==> src/rtl/stream_framer_pkg.sv <==
// ============================================================================
// Module      : stream_framer_pkg
// Description : Shared types and constants for the stream_framer block.
//               The err_cnt width below is used only when the
//               STREAM_FRAMER_ERR_CNT_EN macro is defined.
// Revision    : 1.0 - initial release
// ============================================================================
`default_nettype none

package stream_framer_pkg;

  // Framer control states
  typedef enum logic [0:0] {
    IDLE   = 1'b0,
    ACTIVE = 1'b1
  } state_e;

  // Width of the optional error counter
  localparam int ERR_CNT_W = 16;

  // Counter width for a dimension of n elements (never below 1 bit)
  function automatic int cnt_width(input int n);
    return (n > 2) ? $clog2(n) : 1;
  endfunction

endpackage

`default_nettype wire

==> src/rtl/stream_framer_if.sv <==
// ============================================================================
// Module      : stream_framer_if
// Description : Pixel stream bundle around the framer: raw pixel input with
//               frame arm pulse, framed pixel output with sop/eop, status.
//               master = pixel source / sink side, slave = framer side.
// Revision    : 1.0 - initial release
// ============================================================================
`default_nettype none

interface stream_framer_if #(
  parameter int DW = 1
);
  logic          frame_start;
  logic [DW-1:0] din;
  logic          din_vld;
  logic [DW-1:0] dout;
  logic          dout_vld;
  logic          dout_sop;
  logic          dout_eop;
  logic          busy;
  logic          err_short;

  modport master (
    output frame_start, din, din_vld,
    input  dout, dout_vld, dout_sop, dout_eop, busy, err_short
  );

  modport slave (
    input  frame_start, din, din_vld,
    output dout, dout_vld, dout_sop, dout_eop, busy, err_short
  );
endinterface

`default_nettype wire

==> src/rtl/stream_framer_pix_counter.sv <==
// ============================================================================
// Module      : pix_counter
// Description : Column/row position counter for one image frame. Wraps the
//               column at IMG_W-1 into the next row and the row at IMG_H-1
//               back to the origin. Clear has priority; clear together with
//               enable lands on column 1 (pixel 0 consumed in the same cycle).
// Revision    : 1.0 - initial release
// ============================================================================
`default_nettype none

module pix_counter
  import stream_framer_pkg::*;
#(
  parameter int IMG_W = 640,
  parameter int IMG_H = 480
) (
  input  logic clk,
  input  logic rst_n,
  input  logic en_i,
  input  logic clr_i,
  output logic first_o,
  output logic last_o
);

  localparam int CW = cnt_width(IMG_W);
  localparam int RW = cnt_width(IMG_H);
  localparam logic [CW-1:0] COL_LAST = CW'(IMG_W - 1);
  localparam logic [RW-1:0] ROW_LAST = RW'(IMG_H - 1);

  logic [CW-1:0] col_q, col_d;
  logic [RW-1:0] row_q, row_d;

  // Next position: clear, or advance with explicit wrap at row/frame end
  always_comb begin
    col_d = col_q;
    row_d = row_q;
    if (clr_i) begin
      col_d = en_i ? CW'(1) : '0;
      row_d = '0;
    end else if (en_i) begin
      if (col_q == COL_LAST) begin
        col_d = '0;
        row_d = (row_q == ROW_LAST) ? '0 : row_q + RW'(1);
      end else begin
        col_d = col_q + CW'(1);
      end
    end
  end

  // Position registers
  always_ff @(posedge clk or negedge rst_n) begin
    if (!rst_n) begin
      col_q <= '0;
      row_q <= '0;
    end else begin
      col_q <= col_d;
      row_q <= row_d;
    end
  end

  assign first_o = (col_q == '0) && (row_q == '0);
  assign last_o  = (col_q == COL_LAST) && (row_q == ROW_LAST);

endmodule

`default_nettype wire

==> src/rtl/stream_framer.sv <==
// ============================================================================
// Module      : stream_framer
// Description : Packetizes a raw pixel stream into frames of IMG_W x IMG_H
//               pixels with sop/eop markers, 1-cycle registered latency.
//               A frame_start while a frame is partially received aborts it
//               and pulses err_short. Optional macro STREAM_FRAMER_ERR_CNT_EN
//               adds a saturating err_cnt output (aborts + dropped pixels).
// Revision    : 1.0 - initial release
// ============================================================================
`default_nettype none

module stream_framer
  import stream_framer_pkg::*;
#(
  parameter int IMG_W = 640,
  parameter int IMG_H = 480,
  parameter int DW    = 1
) (
  input  logic                 clk,
  input  logic                 rst_n,
  stream_framer_if.slave       bus
`ifdef STREAM_FRAMER_ERR_CNT_EN
  ,
  output logic [ERR_CNT_W-1:0] err_cnt
`endif
);

  state_e        state_q;
  logic [DW-1:0] dout_q;
  logic          dout_vld_q;
  logic          dout_sop_q;
  logic          dout_eop_q;
  logic          busy_q;
  logic          err_short_q;

  logic          cnt_first;
  logic          cnt_last;
  logic          active;
  logic          pix_acc;
  logic          abort;
  logic          drop;

  // A pixel is taken when a frame is running or is being armed this cycle;
  // frame_start always wins, so a coincident pixel becomes index 0.
  assign active  = (state_q == ACTIVE);
  assign pix_acc = bus.din_vld && (bus.frame_start || active);
  assign abort   = bus.frame_start && active && !cnt_first;
  assign drop    = bus.din_vld && !bus.frame_start && !active;

  pix_counter #(
    .IMG_W (IMG_W),
    .IMG_H (IMG_H)
  ) u_pix_counter (
    .clk     (clk),
    .rst_n   (rst_n),
    .en_i    (pix_acc),
    .clr_i   (bus.frame_start),
    .first_o (cnt_first),
    .last_o  (cnt_last)
  );

  // Control FSM with registered framed outputs
  always_ff @(posedge clk or negedge rst_n) begin
    if (!rst_n) begin
      state_q     <= IDLE;
      dout_q      <= '0;
      dout_vld_q  <= 1'b0;
      dout_sop_q  <= 1'b0;
      dout_eop_q  <= 1'b0;
      busy_q      <= 1'b0;
      err_short_q <= 1'b0;
    end else begin
      dout_vld_q  <= pix_acc;
      dout_sop_q  <= pix_acc && (bus.frame_start || cnt_first);
      dout_eop_q  <= pix_acc && !bus.frame_start && cnt_last;
      err_short_q <= abort;
      if (pix_acc) begin
        dout_q <= bus.din;
      end
      case (state_q)
        IDLE: begin
          if (bus.frame_start) begin
            state_q <= ACTIVE;
            busy_q  <= 1'b1;
          end
        end
        ACTIVE: begin
          if (!bus.frame_start && pix_acc && cnt_last) begin
            state_q <= IDLE;
            busy_q  <= 1'b0;
          end
        end
        default: begin
          state_q <= IDLE;
          busy_q  <= 1'b0;
        end
      endcase
    end
  end

  assign bus.dout      = dout_q;
  assign bus.dout_vld  = dout_vld_q;
  assign bus.dout_sop  = dout_sop_q;
  assign bus.dout_eop  = dout_eop_q;
  assign bus.busy      = busy_q;
  assign bus.err_short = err_short_q;

`ifdef STREAM_FRAMER_ERR_CNT_EN
  logic [ERR_CNT_W-1:0] err_cnt_q;

  // Saturating count of aborted frames and pixels dropped while idle
  always_ff @(posedge clk or negedge rst_n) begin
    if (!rst_n) begin
      err_cnt_q <= '0;
    end else if ((abort || drop) && (err_cnt_q != '1)) begin
      err_cnt_q <= err_cnt_q + ERR_CNT_W'(1);
    end
  end

  assign err_cnt = err_cnt_q;
`else
  // Dropped pixels only matter to the optional counter
  logic unused_drop;
  assign unused_drop = drop;
`endif

endmodule

`default_nettype wire
==> src/flat_wrapper.sv <==
// flat-port wrapper written by rule: the top's interface ports become plain ports
module stream_framer_flat import stream_framer_pkg::*;
#(
  parameter int IMG_W = 640,
  parameter int IMG_H = 480,
  parameter int DW    = 1
)
  (clk, rst_n, bus_frame_start, bus_din, bus_din_vld, bus_dout, bus_dout_vld, bus_dout_sop, bus_dout_eop, bus_busy, bus_err_short);
  stream_framer_if #(.DW(DW)) bus_i ();
  input  logic clk;
  input  logic rst_n;
  input wire logic [$bits(bus_i.frame_start)-1:0] bus_frame_start;
  input wire logic [$bits(bus_i.din)-1:0] bus_din;
  input wire logic [$bits(bus_i.din_vld)-1:0] bus_din_vld;
  output wire logic [$bits(bus_i.dout)-1:0] bus_dout;
  output wire logic [$bits(bus_i.dout_vld)-1:0] bus_dout_vld;
  output wire logic [$bits(bus_i.dout_sop)-1:0] bus_dout_sop;
  output wire logic [$bits(bus_i.dout_eop)-1:0] bus_dout_eop;
  output wire logic [$bits(bus_i.busy)-1:0] bus_busy;
  output wire logic [$bits(bus_i.err_short)-1:0] bus_err_short;
  assign bus_i.frame_start = bus_frame_start;
  assign bus_i.din = bus_din;
  assign bus_i.din_vld = bus_din_vld;
  assign bus_dout = bus_i.dout;
  assign bus_dout_vld = bus_i.dout_vld;
  assign bus_dout_sop = bus_i.dout_sop;
  assign bus_dout_eop = bus_i.dout_eop;
  assign bus_busy = bus_i.busy;
  assign bus_err_short = bus_i.err_short;
  stream_framer #(.IMG_W(IMG_W), .IMG_H(IMG_H), .DW(DW)) u_core (.clk(clk), .rst_n(rst_n), .bus(bus_i));
endmodule
==> config.mk <==
export PLATFORM = sky130hd
export DESIGN_NAME = stream_framer_flat
export DESIGN_NICKNAME = d
export VERILOG_FILES = /design/src/rtl/stream_framer_pkg.sv /design/src/rtl/stream_framer_if.sv /design/src/rtl/stream_framer_pix_counter.sv /design/src/rtl/stream_framer.sv /design/src/flat_wrapper.sv
export SDC_FILE = /design/constraint.sdc
export NUM_CORES = 1
export LEC_CHECK = 0
export BUFFER_PORTS_ARGS = -buffer_cell sky130_fd_sc_hd__buf_2
export CORE_AREA = 8 8 59 61
export CTS_BUF_LIST = sky130_fd_sc_hd__clkbuf_16
export CTS_CLUSTER_SIZE = 28
export DETAILED_ROUTE_END_ITERATION = 8
export DIE_AREA = 0 0 67 69
export PLACE_DENSITY_LB_ADDON = 0.25
export SYNTH_ARGS = -nofsm -noshare
export SYNTH_HDL_FRONTEND = slang
export SYNTH_SLANG_ARGS = --single-unit
==> constraint.sdc <==
create_clock -name clk -period 1.8 [get_ports clk]
set_input_delay 0.36 -clock clk [delete_from_list [all_inputs] [get_ports clk]]
set_output_delay 0.36 -clock clk [all_outputs]
set_load 0.01 [all_outputs]
==> impl_metrics.ini <==
[sta]
timing.final.crit_share_pct = 95.5
fmax_mhz = 581
finalSetupTns_ps = 0
slew_headroom_pct = 61.0
slew_violations = 0
setup_viol = 0
skew_ps = 2.75
final_hold_viol_count = 0
fin_crit_ps = 1720
worst_slew_pin_slew_ps = 584

[clocking]
cts_tree = done
clock_latency_ps = 260
cts_made_buffers = 3
cts_sinks = 26
clk_pin_slew_ps = 70
clock_path_buffers = 2
holdBufCountCts = 0
htree_levels = 1
cts_root_buf = clkbuf_16

[yosys]
ys_ff_latch = 26
netlist_instances = 140
yosys.cell_types.count = 45
synth_warnings = 0
avgSynthCellArea_um2 = 10.1
yosysSeqAreaShare_pct = 45.8
syn_nets = 149
syn_area_mm2 = 0.00142

[worst_setup_path]
r2r_slack_ps = 80
slowest_stage = or4b_1
path_class = reg2reg
cpLargestDelayFamily = simple AND/OR/NAND/NOR gates
worst-path-buf-inv = 0
crit_path_max_incr_delay_ps = 510
startpoint = u_core.u_pix_counter.row_q[1]
r2r-end = u_core.u_pix_counter.row_q[8]
crit_chain = ha_2 > and4_1 > nand3_1 > or4b_1 > a21oi_1
reg2reg_depth = 5
critPathCaptureType = flop
cp_max_fo = 5
r2r_start = u_core.u_pix_counter.row_q[1]
cp.required_ps = 1990
cp-start-kind = flop
arrival_ps = 1910

[power]
vdd_drop_max_uv = 548
powerDensity_mw_per_mm2 = 735
p_leak_nw = 0.722

[die]
die_h_um = 69
row_count = 19
fp.dieW_um = 67
die-area_mm2 = 0.00462
initial_utilization_pct = 54.3
num_io_pins = 11
core_area_mm2 = 0.00262

[global_route]
grtUsageTotal_pct = 13.9
globalRoute.totalOverflow = 0
grt_pass1_wl_mm = 5.18
grt_max_degree = 27
grt_pass1_vias = 1124
antenna_found_initial = 0

[place]
placedCellCount = 182
globalplace.congestion = 0.820
io_buffers = 10
place_hpwl_mm = 2.21

[layout]
fin_util_pct = 62.9
diodes = 0
area_delta_synth_final_pct = 15.9
multi_input_area_um2 = 714
layout-drive-gt1-share_pct = 22.5
fillerInstances = 220
seq_area_um2 = 651
nets = 170
instances_no_fill = 191

[routing]
firstDrtPassIters = 4
vias = 1134
drt-initial-drc-count = 65
postRouteAntennaNets = 0
drt_wl_total_mm = 3.15
post-route-drc-count = 0
viasPerCell = 5.94
post_drt_wl_per_cell_um = 16.5

[hold_path]
hold_path.class = in2async

[run_status]
status = finished, final reports clean

[job]
maxCapViolCount = 0
[layout by cell type (no fill, tap or decap), drive strengths merged, types with 2 or more instances in the layout]
cell type  synthesis  routed
buf                6      22
mux2i              2       2
o21ai              3       3
and4               3       3
a21oi              4       4
and3               2       2
xnor2              8       8
nor3               2       2
nor3b              2       2
nand2              9       9
nand4              4       4
a32oi              3       3
nor4               5       5
inv                6       6
dfrtp             26      26
nand2b             2       2
ha                 4       4
o31ai              4       4
nor2b              5       5
clkbuf             0       3
nor2              18      18
nand3              7       7
o21a               2       2
[state kept, by name, summed over array words and instances (netlist names)]
signal,flops
u_core.bus.busy,1
u_core.bus.dout,1
u_core.u_pix_counter.col_q,10
u_core.bus.dout_vld,1
u_core.bus.err_short,1
u_core.active,1
u_core.bus.dout_sop,1
u_core.bus.dout_eop,1
u_core.u_pix_counter.row_q,9
[worst register-to-register path: stages (launching register included)]
cell and delay [ps]:
dfrtp_1 410, ha_2 230, and4_1 260, nand3_1 100, or4b_1 510, a21oi_1 140
[power breakdown]
group | total (mW) | switching [mW] | internal (mW) | leakage, nW
Combinational | 0.107 | 0.0623 | 0.0445 | 0.340
Sequential | 0.603 | 0.00597 | 0.597 | 0.343
Clock | 0.499 | 0.202 | 0.298 | 0.0385
[synth_stat cells (all sizes together)]
library cell	count	area (um^2)
dfrtp	26	651
nor2	18	83.8
nand2	9	33.8
xnor2	8	70.1
nand3	7	35.0
buf	6	37.5
inv	6	22.5
nor2b	5	31.3
nor4	5	37.5
a21oi	4	20.0
ha	4	50.1
nand4	4	40.0
o31ai	4	30.0
a32oi	3	26.3
and4	3	28.8
o21ai	3	15.0
and3	2	17.5
mux2i	2	20.0
nand2b	2	15.0
nor3	2	10.0
nor3b	2	15.0
o21a	2	22.5
a22o	1	8.76
a31o	1	8.76
a31oi	1	6.26
and4b	1	10.0
mux2	1	11.3
nand3b	1	7.51
nor4b	1	8.76
o21bai	1	7.51
o22ai	1	6.26
o41ai	1	8.76
or2b	1	7.51
or3	1	6.26
or4b	1	10.0
[worst max path at each step]
stage / cells after the start / to
after floorplan: 6 / u_core.u_pix_counter.row_q[4]
after global placement: 5 / u_core.u_pix_counter.row_q[8]
after detailed placement: 5 / u_core.u_pix_counter.row_q[8]
after CTS: 5 / u_core.u_pix_counter.row_q[8]
after global routing: 5 / u_core.u_pix_counter.row_q[8]
final: 5 / u_core.u_pix_counter.row_q[8]
[cell families (layout without fill, tap and decap cells)]
family | count (synthesis) | after routing | synth area share (%)
compound gates | 22 | 22 | 11.3
xor+xnor | 8 | 8 | 4.93
simple gates | 65 | 65 | 28.0
mux | 3 | 3 | 2.20
fa+ha+maj | 4 | 4 | 3.52
flops | 26 | 26 | 45.8
buf+inv | 12 | 32 | 4.23
[layer usage]
| metal | share of wire, % | global-route usage (%) | wire length [um] |
|---|---|---|---|
| met1 | 45 | 17.2 | 1420 |
| met2 | 48 | 22.2 | 1510 |
| met3 | 4.9 | 3.23 | 155 |
| met4 | 1.9 | 5.58 | 59 |
| met5 | 0 | 0 | 0 |
[through the flow]
stage | power, mW | setup WS [ps] | instance area (um^2) | hold WS (ps)
floorplan | 0.669 | 199 | 1420 | 64.4
global placement | 0.710 | 148 | 1520 | 375
detailed placement | 0.714 | 70.2 | 1520 | 394
CTS | 1.21 | 56.1 | 1600 | 119
global route | 1.25 | -23.4 | 1650 | 145
finish | 1.21 | 80.3 | 1650 | 95.7
[timing repair]
item                       4_1_cts  5_1_grt
setup buffers                    0        5
gates resized for setup          0        2
setup endpoints to repair        0        2
[cell type report]
| cell class | instances | share of cell area [%] |
|---|---|---|
| clock buffer | 3 | 4.56 |
| tap | 31 | 2.36 |
| inverter | 6 | 1.37 |
| multi-input combinational | 102 | 43.4 |
| sequential | 26 | 39.5 |
| timing repair buffer | 22 | 8.52 |
| clock inverter | 1 | 0.228 |
Note: power is estimated with default switching activity, not from simulation.
